$ cat src/rtl/muladd_pkg.sv
// Shared types for the muladd scheduler: FSM state encoding and default width.
// Imported by the interface, the top and nothing else.
package muladd_pkg;

  localparam int WIDTH_DEF = 8;

  typedef enum logic [1:0] {
    IDLE = 2'd0,
    MUL  = 2'd1,
    DONE = 2'd2
  } state_t;

endpackage

$ cat src/rtl/muladd_if.sv
// Requester/result bundle of the muladd scheduler.
// master: requesters + consumer (req, operands, out_ready); slave: scheduler.
interface muladd_if
  import muladd_pkg::*;
#(
  parameter int WIDTH = WIDTH_DEF,
  parameter int NREQ  = 2
) ();

  logic [NREQ-1:0]    req;
  logic [NREQ-1:0]    ack;
  logic [WIDTH-1:0]   a0;
  logic [WIDTH-1:0]   b0;
  logic [WIDTH-1:0]   a1;
  logic [WIDTH-1:0]   b1;
  logic               busy;
  logic               out_valid;
  logic               out_ready;
  logic               out_id;
  logic [WIDTH:0]     out_sum;
  logic [2*WIDTH-1:0] out_product;

  modport master (
    output req, a0, b0, a1, b1, out_ready,
    input  ack, busy, out_valid, out_id,
    input  out_sum, out_product
  );

  modport slave (
    input  req, a0, b0, a1, b1, out_ready,
    output ack, busy, out_valid, out_id,
    output out_sum, out_product
  );

endinterface

$ cat src/rtl/rr_arb2.sv
// Two-way round-robin arbiter: on a tie the requester that did not win last.
// Ports: req, en (grant enable), last_grant (index) in; one-hot grant out.
module rr_arb2 (
  input  logic [1:0] req,
  input  logic       en,
  input  logic       last_grant,
  output logic [1:0] grant
);

  always_comb begin
    grant = 2'b00;
    if (en) begin
      unique case (req)
        2'b01:   grant = 2'b01;
        2'b10:   grant = 2'b10;
        2'b11:   grant = last_grant ? 2'b01 : 2'b10;
        default: grant = 2'b00;
      endcase
    end
  end

endmodule

$ cat src/rtl/muladd_scheduler.sv
// Arbitrated a+b / a*b unit: one grant, WIDTH-cycle shift-add, held result.
// Ports: clk, rst (sync, active-high), bus (muladd_if.slave).
module muladd_scheduler
  import muladd_pkg::*;
#(
  parameter int WIDTH = WIDTH_DEF,
  parameter int NREQ  = 2
) (
  input  logic     clk,
  input  logic     rst,
  muladd_if.slave  bus
);

  localparam int CW = $clog2(WIDTH + 1);

  state_t             state;
  state_t             nstate;
  logic [NREQ-1:0]    grant;
  logic               arb_en;
  logic               last_grant;
  logic [CW-1:0]      cnt;
  logic [WIDTH-1:0]   mplier;
  logic [2*WIDTH-1:0] mcand;
  logic [2*WIDTH-1:0] acc;
  logic [WIDTH:0]     sum;
  logic               id;
  logic [WIDTH-1:0]   op_a;
  logic [WIDTH-1:0]   op_b;
  logic               last_bit;

  // Reset wins over a pending request, so no ack during rst.
  assign arb_en = (state == IDLE) && !rst;

  rr_arb2 u_arb (
    .req        (bus.req),
    .en         (arb_en),
    .last_grant (last_grant),
    .grant      (grant)
  );

  assign op_a     = grant[1] ? bus.a1 : bus.a0;
  assign op_b     = grant[1] ? bus.b1 : bus.b0;
  assign last_bit = (cnt == CW'(WIDTH - 1));

  always_comb begin
    nstate          = state;
    bus.ack         = grant;
    bus.busy        = (state != IDLE);
    bus.out_valid   = (state == DONE);
    bus.out_id      = id;
    bus.out_sum     = sum;
    bus.out_product = acc;
    unique case (state)
      IDLE:    if (grant != '0) nstate = MUL;
      MUL:     if (last_bit) nstate = DONE;
      DONE:    if (bus.out_ready) nstate = IDLE;
      default: nstate = IDLE;
    endcase
  end

  always_ff @(posedge clk) begin
    if (rst) begin
      state      <= IDLE;
      last_grant <= 1'b1;
      cnt        <= '0;
      mplier     <= '0;
      mcand      <= '0;
      acc        <= '0;
      sum        <= '0;
      id         <= 1'b0;
    end else begin
      state <= nstate;
      unique case (state)
        IDLE: begin
          if (grant != '0) begin
            id         <= grant[1];
            last_grant <= grant[1];
            mcand      <= {{WIDTH{1'b0}}, op_a};
            mplier     <= op_b;
            sum        <= {1'b0, op_a} + {1'b0, op_b};
            acc        <= '0;
            cnt        <= '0;
          end
        end
        MUL: begin
          // LSB-first: add the shifted multiplicand when the bit is set.
          if (mplier[0]) acc <= acc + mcand;
          mcand  <= mcand << 1;
          mplier <= mplier >> 1;
          cnt    <= cnt + CW'(1);
        end
        default: ;
      endcase
    end
  end

endmodule

$ cat src/flat_wrapper.sv
// flat-port wrapper written by rule: the top's interface ports become plain ports
module muladd_scheduler_flat import muladd_pkg::*;
#(
  parameter int WIDTH = WIDTH_DEF,
  parameter int NREQ  = 2
)
  (clk, rst, bus_req, bus_a0, bus_b0, bus_a1, bus_b1, bus_out_ready, bus_ack, bus_busy, bus_out_valid, bus_out_id, bus_out_sum, bus_out_product);
  muladd_if #(.WIDTH(WIDTH), .NREQ(NREQ)) bus_i ();
  input  logic clk;
  input  logic rst;
  input wire logic [$bits(bus_i.req)-1:0] bus_req;
  input wire logic [$bits(bus_i.a0)-1:0] bus_a0;
  input wire logic [$bits(bus_i.b0)-1:0] bus_b0;
  input wire logic [$bits(bus_i.a1)-1:0] bus_a1;
  input wire logic [$bits(bus_i.b1)-1:0] bus_b1;
  input wire logic [$bits(bus_i.out_ready)-1:0] bus_out_ready;
  output wire logic [$bits(bus_i.ack)-1:0] bus_ack;
  output wire logic [$bits(bus_i.busy)-1:0] bus_busy;
  output wire logic [$bits(bus_i.out_valid)-1:0] bus_out_valid;
  output wire logic [$bits(bus_i.out_id)-1:0] bus_out_id;
  output wire logic [$bits(bus_i.out_sum)-1:0] bus_out_sum;
  output wire logic [$bits(bus_i.out_product)-1:0] bus_out_product;
  assign bus_i.req = bus_req;
  assign bus_i.a0 = bus_a0;
  assign bus_i.b0 = bus_b0;
  assign bus_i.a1 = bus_a1;
  assign bus_i.b1 = bus_b1;
  assign bus_i.out_ready = bus_out_ready;
  assign bus_ack = bus_i.ack;
  assign bus_busy = bus_i.busy;
  assign bus_out_valid = bus_i.out_valid;
  assign bus_out_id = bus_i.out_id;
  assign bus_out_sum = bus_i.out_sum;
  assign bus_out_product = bus_i.out_product;
  muladd_scheduler #(.WIDTH(WIDTH), .NREQ(NREQ)) u_core (.clk(clk), .rst(rst), .bus(bus_i));
endmodule
$ cat config.mk
export PLATFORM = sky130hd
export DESIGN_NAME = muladd_scheduler_flat
export DESIGN_NICKNAME = d
export VERILOG_FILES = /design/src/rtl/muladd_pkg.sv /design/src/rtl/muladd_if.sv /design/src/rtl/rr_arb2.sv /design/src/rtl/muladd_scheduler.sv /design/src/flat_wrapper.sv
export SDC_FILE = /design/constraint.sdc
export NUM_CORES = 1
export LEC_CHECK = 0
export ABC_AREA = 1
export CAP_MARGIN = 20
export CORE_ASPECT_RATIO = 1.4
export CORE_UTILIZATION = 28
export DETAILED_ROUTE_END_ITERATION = 10
export SYNTH_ARGS = -nofsm -noshare
export SYNTH_HDL_FRONTEND = slang
export SYNTH_HIERARCHICAL = 1
export SYNTH_SLANG_ARGS = --single-unit
export TNS_END_PERCENT = 1
$ cat constraint.sdc
create_clock -name clk -period 2.5 [get_ports clk]
set_input_delay 0.25 -clock clk [delete_from_list [all_inputs] [get_ports clk]]
set_output_delay 0.25 -clock clk [all_outputs]
set_load 0.01 [all_outputs]
==> results of run 1 <==
==> cells in the mapped netlist <==
master      n
o221ai_1    8
inv_1      66
xor2_1      4
a21oi_1    56
clkbuf_1    5
a211oi_2    5
nor2_1     46
nand2_2     1
nand3b_1    2
inv_2       5
a21oi_4     1
nor2_4      1
ha_1       24
inv_4       1
nor2_2      1
nand2_4     1
nand3_1    26
clkinv_1    2
fa_1        2
a31oi_1     1
o21ai_0    26
o22ai_1     4
buf_6       3
buf_2       6
and2_1      1
a211oi_1    2
or2_2       2
buf_4       3
nor3_1      4
nand2_1   176
dfxtp_1    57
xnor2_1     1
mux2i_1     1
nand4_1     2
==> cells in the final DEF, fill, tap and decap left out, drive strengths merged, types with 8 or more instances in the layout <==
| cell | netlist | layout |
|---|---|---|
| dfxtp | 57 | 57 |
| clkdlybuf4s50 | 0 | 66 |
| clkbuf | 5 | 15 |
| a21oi | 57 | 57 |
| o221ai | 8 | 8 |
| o21ai | 26 | 26 |
| nor2 | 48 | 48 |
| nand2 | 178 | 178 |
| nand3 | 26 | 26 |
| buf | 12 | 29 |
| ha | 24 | 24 |
| inv | 72 | 72 |
==> cells by family after synthesis <==
| family | share of synthesized area |
|---|---|
| AND/OR/NAND/NOR | 0.297 |
| XOR/XNOR | 0.0122 |
| buffers and inverters | 0.107 |
| multiplexers | 0.00279 |
| flip-flops | 0.318 |
| AO/OA/AOI/OAI | 0.169 |
| adder cells (fa/ha/maj) | 0.0948 |
==> final cells by class <==
type | instances | area share
repair buffers | 95 | 0.178
repair inverters | 1 | 0.00149
clock inverters | 1 | 0.00596
clock buffers | 15 | 0.0591
flip-flops and latches | 57 | 0.227
multi-input cells | 398 | 0.434
inverters | 74 | 0.0571
well taps | 150 | 0.0372
==> timing repair <==
action	CTS	global route
setup endpoints to repair	0	7
gates resized for setup	0	29
hold endpoints to repair	0	0
setup buffers	0	4
==> per-stage QoR <==
step           TNS, ns  hold slack (ns)  total power, uW   util  area [sq um]
2_1_floorplan        0            0.431             1620      -          3630
3_3_place_gp    -0.104            0.450             1910  0.366          4550
3_5_place_dp    -0.450            0.460             1920  0.366          4550
4_1_cts              0            0.468             3270  0.392          4870
5_1_grt          -1.99            0.490             3490  0.405          5040
6_report       -0.0131            0.464             3290  0.405          5040
==> registers in the layout (all words and copies together) (netlist names) <==
signal,cells
u_core/bus.out_id,1
u_core/bus.out_product,16
u_core/bus.out_sum,9
u_core/cnt,4
u_core/last_grant,1
u_core/mcand,16
u_core/mplier,8
u_core/state,2
==> where the power goes <==
group,total (uW),switching (uW),internal [uW]
combinational,897,505,392
sequential,1070,68.8,1010
clock,1320,415,907
==> layer usage <==
layer,part of all wire,up-vias,GRT usage
met2,0.51,93,0.292
li1,-,1946,-
met1,0.42,1636,0.176
met4,0.023,0,0.0774
met3,0.050,18,0.0355
met5,0,-,0
==> worst max-delay path, stage by stage (launching register included) <==
cell	delay [ns]
dfxtp_2	0.34
nor2_4	0.15
inv_4	0.07
nor2_4	0.09
nand2_2	0.08
a21oi_4	0.22
buf_6	0.18
buf_12	0.13
nand2_1	0.07
nand2_1	0.15
ha_4	0.22
buf_4	0.14
nand2_1	0.05
inv_1	0.07
a21oi_4	0.17
xor2_1	0.08
o21ai_1	0.15
inv_1	0.05
==> how the worst max path moves through the flow <==
stage | start | end | slack (ns) | depth (start not counted)
4_1_cts | u_core/state[1] | u_core/bus.out_sum[6] | 0.03 | 16
3_3_place_gp | rst | u_core/bus.out_sum[7] | -0.04 | 15
2_1_floorplan | u_core/state[1] | u_core/bus.out_sum[6] | 0.004 | 18
3_5_place_dp | rst | u_core/bus.out_sum[6] | -0.12 | 15
6_report | u_core/state[0] | u_core/bus.out_sum[6] | -0.01 | 17
5_1_grt | u_core/state[0] | u_core/bus.out_sum[6] | -0.14 | 17
==> metrics.csv, run 1 <==
stage;metric;value;unit
cells_and_area;num_antenna_cells;0;
synthesis;syn-num-nets;609;
power_and_ir_drop;ir_drop;0.417;mV
cts;clk_pin_slew_worst_paths;0.05;ns
sta;setup_viol;1;
synthesis;seq_area_frac_synth;0.318;
global_route;grt_usage;0.160;
sta;timing.final.crit_period;2.51;ns
cells_and_area;nets;699;
setup_path;arrival;2.73;ns
cts;clk_path_buf_depth;2;
placement;numPortBuffers;66;
global_route;grt_pass1_vias;3730;
setup_path;timing.rr.start;u_core/state[0];
global_route;grt_max_degree;40;
run_status;outcome;finished with violations;
floorplanning;rows;48;
placement;globalplace.congestion;0.824;
synthesis;synth_area_per_cell;6.58;sq um
sta;rsz0062_at_grt;true;
sta;fmax;0.398;GHz
synthesis;ys_top_cells_by_area;dfxtp_1, nand2_1, ha_1, a21oi_1, inv_1;
floorplanning;io_pins;67;
cells_and_area;drive_above_1_share;0.134;
floorplanning;dieArea;13300;sq um
power_and_ir_drop;power.density;654;nW/um^2
synthesis;synth_area;3590;sq um
cts;cts_buffers;9;
cells_and_area;fill_cells;1246;
routing;dr_total_vias;3693;
min_path;min_path_type;reg2reg;
placement;post-place-ws;-0.124;ns
run_status;violations;DRC, setup timing;
setup_path;crit_type;reg2reg;
synthesis;ys_ff_latch;57;
cts;clock_sinks;57;
cells_and_area;multi_input_area;2190;sq um
floorplanning;die_height;136;microns
setup_path;path_max_fanout;9;
sta;layout_setup_ws;-0.0131;ns
synthesis;synth_top_area_frac;0.318;
setup_path;rrSetupSlack;-0.01;ns
sta;finalHoldViolations;0;
floorplanning;die_w;97.7;microns
routing;antenna_left;0;
flow_run;drv_cap;0;
sta;skew;0.00591;ns
routing;wl_per_cell;12.8;microns
min_path;hp-start;u_core/mplier[7];
power_and_ir_drop;leakage;0.00232;uW
cts;insertion_delay;0.33;ns
routing;drcViolationCount;2;
cts;cts.htree.levels;3;
synthesis;synth.largest_area_cell;dfxtp_1;
cells_and_area;area_growth_syn_to_layout;40.3;%
cells_and_area;final_cells;791;
routing;drt-total-wl;10100;microns
sta;period_share;1.01;
setup_path;reg2reg_to;u_core/bus.out_sum[6];
sta;drv_slew;0;
setup_path;end_kind;register;
floorplanning;initial_utilization;0.289;
setup_path;reg2reg_depth;17;
min_path;whs_endpoint;u_core/mplier[7];
placement;post-dp-hpwl;7550;microns
synthesis;synth_warnings;6;
floorplanning;fp.coreArea;12400;sq um
placement;dp_cells;770;
setup_path;required;2.72;ns
routing;via_per_inst;4.67;
cts;clock-root-buffer;clkbuf_16;
cts;cts_hold_buffers;0;
synthesis;ys_types;34;
sta;max_slew_margin;0.689;
synthesis;synthCells;546;
min_path;min_path_cells;2;
cts;cts_tree;done;
setup_path;start_kind;register;
sta;worst_pin_slew;0.466;ns
global_route;overflow;0;
routing;drtIter0Drc;142;
cells_and_area;seq_area;1140;sq um
global_route;grt_pass1_wl;17000;microns
routing;firstDrtPassIters;7;
global_route;grt_antenna_before_repair;0;
(Power assumes the default switching activity.)
==> run 2, diff against run 1 <==
--- a/config.mk
+++ b/config.mk
@@ -8,8 +8,9 @@
 export ABC_AREA = 1
 export CAP_MARGIN = 20
 export CORE_ASPECT_RATIO = 1.4
-export CORE_UTILIZATION = 28
+export CORE_UTILIZATION = 48
 export DETAILED_ROUTE_END_ITERATION = 10
+export PLACE_DENSITY = 0.77
 export SYNTH_ARGS = -nofsm -noshare
 export SYNTH_HDL_FRONTEND = slang
 export SYNTH_HIERARCHICAL = 1
==> run 2 against run 1 <==
  * The run now ends clean
  * Sequential power hardly changed
  * Hold slack worse by 0.0015 ns
  * Design area is 3.2% lower
  * First-iteration DRC count is 37% higher
  * Fmax is 1.0% higher
  * Total power is 9.2% lower
  * Die area is 41% lower
  * Combinational power is 1% higher
  * Global-route usage is 10 points higher
  * Clock-buffer cell count is 2 lower
  * Critical endpoint unchanged
==> metrics.csv, run 2 (synthesis results as in run 1) <==
stage;metric;value;unit;change
power_and_ir_drop;finalPower;2990;uW;-9.2%
routing;drt-total-wl;9650;microns;-4.4%
power_and_ir_drop;seq_power_share;0.359;;+0.033
routing;dr_total_vias;3748;;+1.5%
cells_and_area;num_antenna_cells;0;;unchanged
cts;clock-root-buffer;clkbuf_8;;
placement;placed_cell_area;4460;sq um;-1.8%
floorplanning;die_height;104;microns;-23%
setup_path;path_max_fanout;7;;-2
placement;post-place-ws;-0.109;ns;+0.0153 ns
cts;cts_tree;done;;
global_route;grt_max_degree;40;;unchanged
placement;numPortBuffers;66;;unchanged
setup_path;rrSetupSlack;0.01;ns;+0.03 ns
cells_and_area;post-route-cell-area;4880;sq um;-3.2%
floorplanning;initial_utilization;0.505;;+0.216
floorplanning;die_w;75.1;microns;-23%
setup_path;required;2.73;ns;about the same
flow_run;drv_cap;0;;unchanged
placement;post-dp-hpwl;7000;microns;-7.2%
cts;cts.htree.levels;3;;unchanged
floorplanning;dieArea;7840;sq um;-41%
sta;worst_pin_slew;0.461;ns;-0.00524 ns
cells_and_area;nets;698;;-0.14%
power_and_ir_drop;power.net_switching;950;uW;-4.0%
cells_and_area;fill_cells;641;;-49%
sta;finalHoldViolations;0;;unchanged
routing;drtIter0Drc;194;;+37%
min_path;min_path_cells;2;;unchanged
min_path;whs_endpoint;u_core/bus.out_id;;
sta;fmax;0.402;GHz;+1.0%
routing;via_per_inst;5.11;;+9.4%
routing;firstDrtPassIters;5;;-2
setup_path;crit_type;reg2reg;;
cts;clk_path_buf_depth;2;;unchanged
global_route;grt_pass1_wl;15800;microns;-6.9%
placement;dp_cells;713;;-7.4%
power_and_ir_drop;leakage;0.00227;uW;-2.3%
cts;clk_pin_slew_worst_paths;0.06;ns;about the same
cts;insertion_delay;0.34;ns;about the same
power_and_ir_drop;power.density;613;nW/um^2;-6.2%
sta;setup_viol;0;;-1
sta;period_share;0.995;;-0.0103
setup_path;arrival;2.72;ns;about the same
min_path;hp-start;u_core/bus.out_id;;
power_and_ir_drop;internal_power;2040;uW;-11%
global_route;overflow;0;;unchanged
setup_path;reg2reg_to;u_core/bus.out_sum[6];;
global_route;grt_usage;0.261;;+0.101
floorplanning;fp.coreArea;7120;sq um;-43%
power_and_ir_drop;ir_drop;0.396;mV;-4.9%
setup_path;start_kind;register;;
sta;skew;0.00557;ns;-0.000338 ns
global_route;grt_pass1_vias;3613;;-3.1%
cells_and_area;area_growth_syn_to_layout;35.8;%;
routing;wl_per_cell;13.2;microns;+3.0%
cts;cts_hold_buffers;0;;unchanged
setup_path;end_kind;register;;
min_path;min_path_type;reg2reg;;
cells_and_area;final_common_cell;nand2_1;;
sta;fin_hold_ws;0.462;ns;-0.00151 ns
cells_and_area;final_cells;734;;-7.2%
sta;drv_slew;0;;unchanged
setup_path;reg2reg_depth;16;;-1
sta;timing.final.crit_period;2.49;ns;-0.0257 ns
floorplanning;rows;36;;-25%
floorplanning;io_pins;67;;unchanged
routing;antenna_left;0;;unchanged
run_status;outcome;finished clean;;
sta;max_slew_margin;0.693;;+0.00349
power_and_ir_drop;switching_share;0.317;;+0.0171
sta;layout_setup_ws;0.0126;ns;+0.0257 ns
cts;clock_sinks;57;;unchanged
global_route;grt_antenna_before_repair;0;;unchanged
power_and_ir_drop;combPwrFrac;0.304;;+0.032
setup_path;timing.rr.start;u_core/state[0];;
cells_and_area;drive_above_1_share;0.139;;+0.00511
cells_and_area;final_cell_mix;nand2_1, clkdlybuf4s50_1, inv_1;;
cts;cts_buffers;9;;unchanged
sta;rsz0062_at_grt;true;;
routing;drcViolationCount;0;;-2
power_and_ir_drop;pwr-share-clk;0.337;;-0.064
placement;globalplace.congestion;0.945;;+15%
==> run 2: cell types whose count changed in the layout (fill, tap and decap cells not counted), moves of 2 or more <==
cell	before	now
clkbuf_16	9	0
clkbuf_8	5	12
a21oi_2	0	3
a21oi_1	54	52
ha_1	21	19
ha_4	3	5
inv_2	2	4
inv_4	4	2
o21ai_1	2	4
==> run 2: layout make-up <==
cell class,count,area (sq um),area share
multi-input combinational,398,2200,0.451
sequential,57,1150,0.235
timing repair buffer,95,895,0.183
inverter,74,288,0.0590
clock buffer,13,169,0.0346
tap,95,119,0.0244
clock inverter,2,60.1,0.0123
==> run 2: power by group through the flow <==
stage / combinational, uW / clock, uW / sequential [uW]
after floorplan: 536 / 0 / 1080
after detailed placement: 829 / 0 / 1090
after CTS: 836 / 1030 / 1070
final: 909 / 1010 / 1080
after global placement: 812 / 0 / 1090
after global routing: 1000 / 1060 / 1090
==> run 2: repair_timing <==
item / 4_1_cts / 5_1_grt
setup endpoints to repair: 0 / 6
buffers inserted: 0 / 6
resized for setup: 0 / 37
==> run 2: worst max-delay path: stages (launching register included) <==
cell	delay, ns
dfxtp_4	0.36
nor2_4	0.15
inv_4	0.07
nor2_4	0.10
nand2_2	0.07
a21oi_4	0.16
clkinv_4	0.11
nand2_2	0.08
nand2_2	0.08
ha_4	0.18
fa_2	0.42
nand3_2	0.08
nand3_2	0.09
a21oi_2	0.16
xor2_1	0.08
o21ai_1	0.13
inv_1	0.06
==> run 2: per-stage QoR <==
stage               setup TNS, ns  utilization
floorplan                       0            -
global placement          -0.0584        0.627
detailed placement         -0.426        0.627
CTS                             0        0.659
global route               -0.345        0.685
finish                          0        0.685
==> run 2: how the worst max path moves through the flow <==
stage | start | end | slack (ns) | depth (start not counted)
4_1_cts | u_core/state[1] | u_core/bus.out_sum[6] | 0.04 | 16
5_1_grt | u_core/state[0] | u_core/bus.out_sum[6] | -0.13 | 16
3_5_place_dp | rst | u_core/bus.out_sum[6] | -0.11 | 15
3_3_place_gp | rst | u_core/bus.out_sum[6] | -0.02 | 15
2_1_floorplan | u_core/state[1] | u_core/bus.out_sum[6] | 0.004 | 18
6_report | u_core/state[0] | u_core/bus.out_sum[6] | 0.01 | 16
==> run 2: metal layers <==
layer,wire length [microns],vias to the layer above,global-route usage
met1,3870,1701,0.293
met2,5110,98,0.459
li1,-,1930,-
met3,381,19,0.0591
met4,297,0,0.102
met5,0,-,0
==> run 3, diff against run 2 <==
==> constraint.sdc (replaced) <==
create_clock -name clk -period 2.5 [get_ports clk]
set_input_delay 0.25 -clock clk [delete_from_list [all_inputs] [get_ports clk]]
set_output_delay 0.25 -clock clk [all_outputs]
set_load 0.005 [all_outputs]
==> run 3 against run 2 <==
  * Global-route usage up 0.14 points
  * Cell count down 0.41%
  * Sequential power about the same
  * Via count up 0.32%
  * Register-to-register slack better by 0.07 ns
  * Core utilization down 1.4 points
  * Sequential cell count unchanged
  * Fmax up 2.8%
  * Critical path type unchanged
  * Largest cell class unchanged
  * Highest routed layer unchanged
==> metrics.csv, run 3 (synthesis results as in run 1) <==
stage;metric;value;unit;change
run_status;outcome;finished clean;;
placement;globalplace.congestion;0.938;;-0.71%
sta;setup_tns;0;ns;unchanged
sta;period_share;0.968;;-0.0270
cells_and_area;final_common_cell;nand2_1;;
cts;cts_hold_buffers;0;;unchanged
placement;post-dp-hpwl;7030;microns;+0.31%
power_and_ir_drop;ir_drop;0.367;mV;-7.5%
min_path;hp-start;u_core/bus.out_id;;
setup_path;reg2reg_to;u_core/bus.out_sum[6];;
global_route;grt_max_degree;40;;unchanged
global_route;grt_antenna_before_repair;0;;unchanged
global_route;overflow;0;;unchanged
global_route;grt_pass1_vias;3679;;+1.8%
setup_path;timing.rr.start;u_core/state[0];;
cts;clk_pin_slew_worst_paths;0.06;ns;about the same
cells_and_area;drive_above_1_share;0.118;;-0.0214
routing;drcViolationCount;0;;unchanged
floorplanning;die_w;75.1;microns;unchanged
global_route;grt_usage;0.262;;+0.00136
floorplanning;rows;36;;unchanged
min_path;whs_endpoint;u_core/bus.out_id;;
min_path;min_path_type;reg2reg;;
cells_and_area;nets;694;;-0.57%
routing;via_per_inst;5.14;;+0.73%
power_and_ir_drop;power.density;586;nW/um^2;-4.5%
sta;worst_pin_slew;0.468;ns;+0.00699 ns
cts;clock-root-buffer;clkbuf_8;;
sta;fmax;0.413;GHz;+2.8%
cells_and_area;num_antenna_cells;0;;unchanged
setup_path;reg2reg_depth;16;;unchanged
floorplanning;fp.coreArea;7120;sq um;unchanged
flow_run;drv_cap;0;;unchanged
setup_path;start_kind;register;;
routing;wl_per_cell;13.0;microns;-0.84%
cells_and_area;final_cell_mix;nand2_1, clkdlybuf4s50_1, inv_1;;
cts;clk_path_buf_depth;2;;unchanged
setup_path;cp-startpoint;u_core/state[0];;
sta;layout_setup_ws;0.0801;ns;+0.0675 ns
setup_path;rrSetupSlack;0.08;ns;+0.07 ns
sta;finalHoldViolations;0;;unchanged
sta;setup_viol;0;;unchanged
power_and_ir_drop;finalPower;2800;uW;-6.5%
min_path;min_path_cells;2;;unchanged
cts;cts_tree;done;;
sta;skew;0.00624;ns;+0.000665 ns
cts;cts_buffers;9;;unchanged
cells_and_area;fill_cells;663;;+3.4%
sta;max_slew_margin;0.688;;-0.00466
floorplanning;die_height;104;microns;unchanged
routing;antenna_left;0;;unchanged
routing;drt-total-wl;9530;microns;-1.2%
placement;post-place-ws;-0.129;ns;-0.0197 ns
setup_path;arrival;2.66;ns;-0.06 ns
setup_path;end_kind;register;;
cts;cts.htree.levels;3;;unchanged
routing;drtIter0Drc;162;;-16%
routing;firstDrtPassIters;4;;-1
sta;drv_slew;0;;unchanged
cells_and_area;finish.utilization;0.671;;-0.0139
setup_path;crit_type;reg2reg;;
floorplanning;initial_utilization;0.505;;unchanged
sta;fin_hold_ws;0.461;ns;-0.00140 ns
cts;clock_sinks;57;;unchanged
power_and_ir_drop;leakage;0.00224;uW;-1.4%
floorplanning;dieArea;7840;sq um;unchanged
sta;timing.final.crit_period;2.42;ns;-0.0675 ns
global_route;grt_pass1_wl;15900;microns;+0.13%
routing;dr_total_vias;3760;;+0.32%
sta;rsz0062_at_grt;true;;
cts;insertion_delay;0.34;ns;about the same
setup_path;required;2.74;ns;about the same
placement;numPortBuffers;66;;unchanged
floorplanning;io_pins;67;;unchanged
cells_and_area;area_growth_syn_to_layout;33.1;%;
setup_path;path_max_fanout;6;;-1
## run 3: changes by cell type in the layout (fill, tap and decap cells not counted), moves of 2 or more
cell and change:
clkbuf_8 -2, clkbuf_1 +2, nand2_1 +6, nand2_2 -6, clkinv_2 +2, buf_4 -4
## run 3: layer usage
metal  global-route usage  vias up  routed length [microns]
met5                    0        -                        0
met4                0.152        0                      259
met3               0.0446       20                      483
met2                0.447      121                     4860
met1                0.295     1685                     3930
li1                     -     1934                        -
## run 3: what timing repair did
action                                 in CTS  in global routing
resized for setup                           0                 25
buffers inserted                            0                  2
endpoints found under the hold margin       0                  0
setup endpoints to repair                   0                  6
## run 3: worst max path at each step
| stage | slack, ns | cells past startpoint | to |
|---|---|---|---|
| after floorplan | 0.02 | 18 | u_core/bus.out_sum[6] |
| after global placement | -0.07 | 15 | u_core/bus.out_sum[6] |
| after detailed placement | -0.13 | 15 | u_core/bus.out_sum[6] |
| after CTS | 0.03 | 16 | u_core/bus.out_sum[6] |
| after global routing | -0.04 | 16 | u_core/bus.out_sum[6] |
| final | 0.08 | 16 | u_core/bus.out_sum[6] |
## run 3: worst max-delay path, stage by stage (launching register included)
cell	delay, ns
dfxtp_4	0.36
nor2_4	0.15
inv_4	0.07
nor2_4	0.09
nand2_1	0.07
a21oi_2	0.18
inv_2	0.11
nand2_1	0.08
nand2_2	0.07
ha_4	0.17
fa_2	0.37
nand3_2	0.09
nand3_4	0.09
a21oi_4	0.16
xor2_1	0.08
o21ai_1	0.13
inv_1	0.05
## run 3: per-stage QoR
stage          area, sq um  std cells
6_report              4780        731
5_1_grt               4780        731
4_1_cts               4660        729
3_5_place_dp          4470        713
3_3_place_gp          4470        713
2_1_floorplan         3620        546
## run 3: area by class of cell
| type | count | area (sq um) | area share |
|---|---|---|---|
| Clock buffer | 13 | 149 | 0.0312 |
| Clock inverter | 3 | 40.0 | 0.00838 |
| Tap cell | 95 | 119 | 0.0249 |
| Multi-Input combinational cell | 398 | 2180 | 0.456 |
| Sequential cell | 57 | 1150 | 0.240 |
| Inverter | 74 | 283 | 0.0592 |
| Timing Repair Buffer | 91 | 865 | 0.181 |
## run 3: report_power, final
group          leakage (uW)  switching, uW  internal [uW]  total (uW)
Clock             0.0000974            366            485         851
Combinational       0.00167            486            391         876
Sequential         0.000466           67.1           1000        1070
Total               0.00224            918           1880        2800
==> variant, RTL diff (flow settings as in run 3) <==
The package constant `WIDTH_DEF` goes from 8 to 4.
--- a/src/rtl/muladd_pkg.sv
+++ b/src/rtl/muladd_pkg.sv
@@ -2,7 +2,7 @@
 // Imported by the interface, the top and nothing else.
 package muladd_pkg;
 
-  localparam int WIDTH_DEF = 8;
+  localparam int WIDTH_DEF = 4;
 
   typedef enum logic [1:0] {
     IDLE = 2'd0,
Interface: changed (6 resized); port bits go from 67 to 39. No check against the original RTL was run, so the function may have changed too.
==> variant against run 3 <==
- count of clock-buffer cells in the layout fell by 6
- total power is 53% lower
- synthesized area down 48%
- worst setup slack improved by 160 ps
- sequential cell count shrank 25
- cell count down 53%
- design area shrank 50%
- routed wire length shrank 60%
- die area shrank 47%
==> variant: results (changes against run 3) <==
* Net Switching at 390 uW (-58%)
* Syn avg cell area at 7.37 sq um (+12%)
* Multi-In Gates at 184 (-54%)
* Multi-input combinational area share at 44.0% (-1.6 points)
* Synth Area in Compound Gates at 15.3% (-1.6 points)
* Clk Latency, worst-skew pair at 280 ps (-60 ps)
* First-pass GRT wire length at 6680 um (-58%)
* Final WL at 3830 um (-60%)
* Post-Synth Adder-Cell Area at 10.9% (+1.4 points)
* Place WS at -41.6 ps (+87.1 ps)
* Non-clock buffer contribution to total cell area at 18.5% (+0.39 points)
* Sequential share of the synthesized area at 34.5% (+2.7 points)
* Non-clock inverter count at 29 (-61%)
* Largest cells by area after synthesis: dfxtp_1, nand2_1, a21oi_1
* CTS Buf Count at 5 (-4)
* Initial core utilization at 50.5% (+0.087 points)
* Register share of the cell area at 26.7% (+2.7 points)
* Non-clock buffers at 46 (-49%)
* CP Max Fanout at 7 (+1)
* Fin crit share at 90.2% (-6.5 points)
* Grt met3 use at 3.59% (-0.86 points)
* Fraction of layout cells with a size suffix above 1 at 10.7% (-1.1 points)
* Power share of the combinational group at 24.6% (-6.7 points)
* Worst Skew at 8.71 ps (+2.47 ps)
* Status: complete, no violations
* Layout Cells excl Fill at 341 (-53%)
* Die ar. at 4130 sq um (-47%)
* Clk tree area frac at 3.90% (-0.050 points)
* Area share of xor/xnor cells in the synthesized design at 1.89% (+0.67 points)
* Critical Path RT at 2690 ps (-50 ps)
* Register-to-Register Setup Slack at 240 ps (+160 ps)
* Vias in the first global route at 1,626 (-56%)
* Area after DPL at 2300 sq um (-49%)
* Gpl congestion at 0.788 (-16%)
* Peak supply drop at 0.465 mV (+27%)
* Met2 routed WL at 2030 um (-58%)
* Met2 Usage GRT at 40.3% (-4.4 points)
* Vias at 1,724 (-54%)
* Iter 0 DRT Violations at 36 (-78%)
* Mapped Nets at 288 (-53%)
* Leak pwr at 1.10 nW (-51%)
* Clk pwr at 413 uW (-51%)
* Distinct cell type count after synthesis at 25 (-26%)
* PortBufs at 38 (-42%)
* H-tree level count at 2 (-1)
* Met1 usage at 24.5% (-5.0 points)
* Hold WS at 467 ps (+5.55 ps)
* Number of nets in the layout at 334 (-52%)
* Synth cell count leaders: nand2_1, a21oi_1, dfxtp_1
* Mux contribution to synthesized area at 0% (-0.28 points)
-- variant: through the flow --
step | power, mW | util (%)
4_1_cts | 1.32 | 65.1
5_1_grt | 1.38 | 65.4
6_report | 1.31 | 65.4
2_1_floorplan | 0.793 | -
3_5_place_dp | 0.901 | 62.5
3_3_place_gp | 0.895 | 62.5
-- variant: worst paths after layout --
path | from | end | depth (start not counted)
worst max-delay path | u_core/state[0] | u_core/bus.out_sum[3] | 18
worst min-delay path | u_core/mplier[3] | u_core/mplier[3] | 2
worst max register to register | u_core/state[0] | u_core/bus.out_sum[3] | 18
worst min register to register | u_core/mplier[3] | u_core/mplier[3] | 2
-- variant: critical path, cell delays in order (launching register included) --
cell     delay (ps)
dfxtp_2         360
nor2_4           90
inv_1            60
nor2_2          100
nand2_1          70
a21oi_2         120
buf_6           150
inv_4            40
or2_0           190
o21ai_1         110
inv_1            60
ha_1            280
nand2_1          60
nand2_1          50
a21oi_2         130
nor2_1           50
nor2_1           90
a21o_1          110
inv_1            30
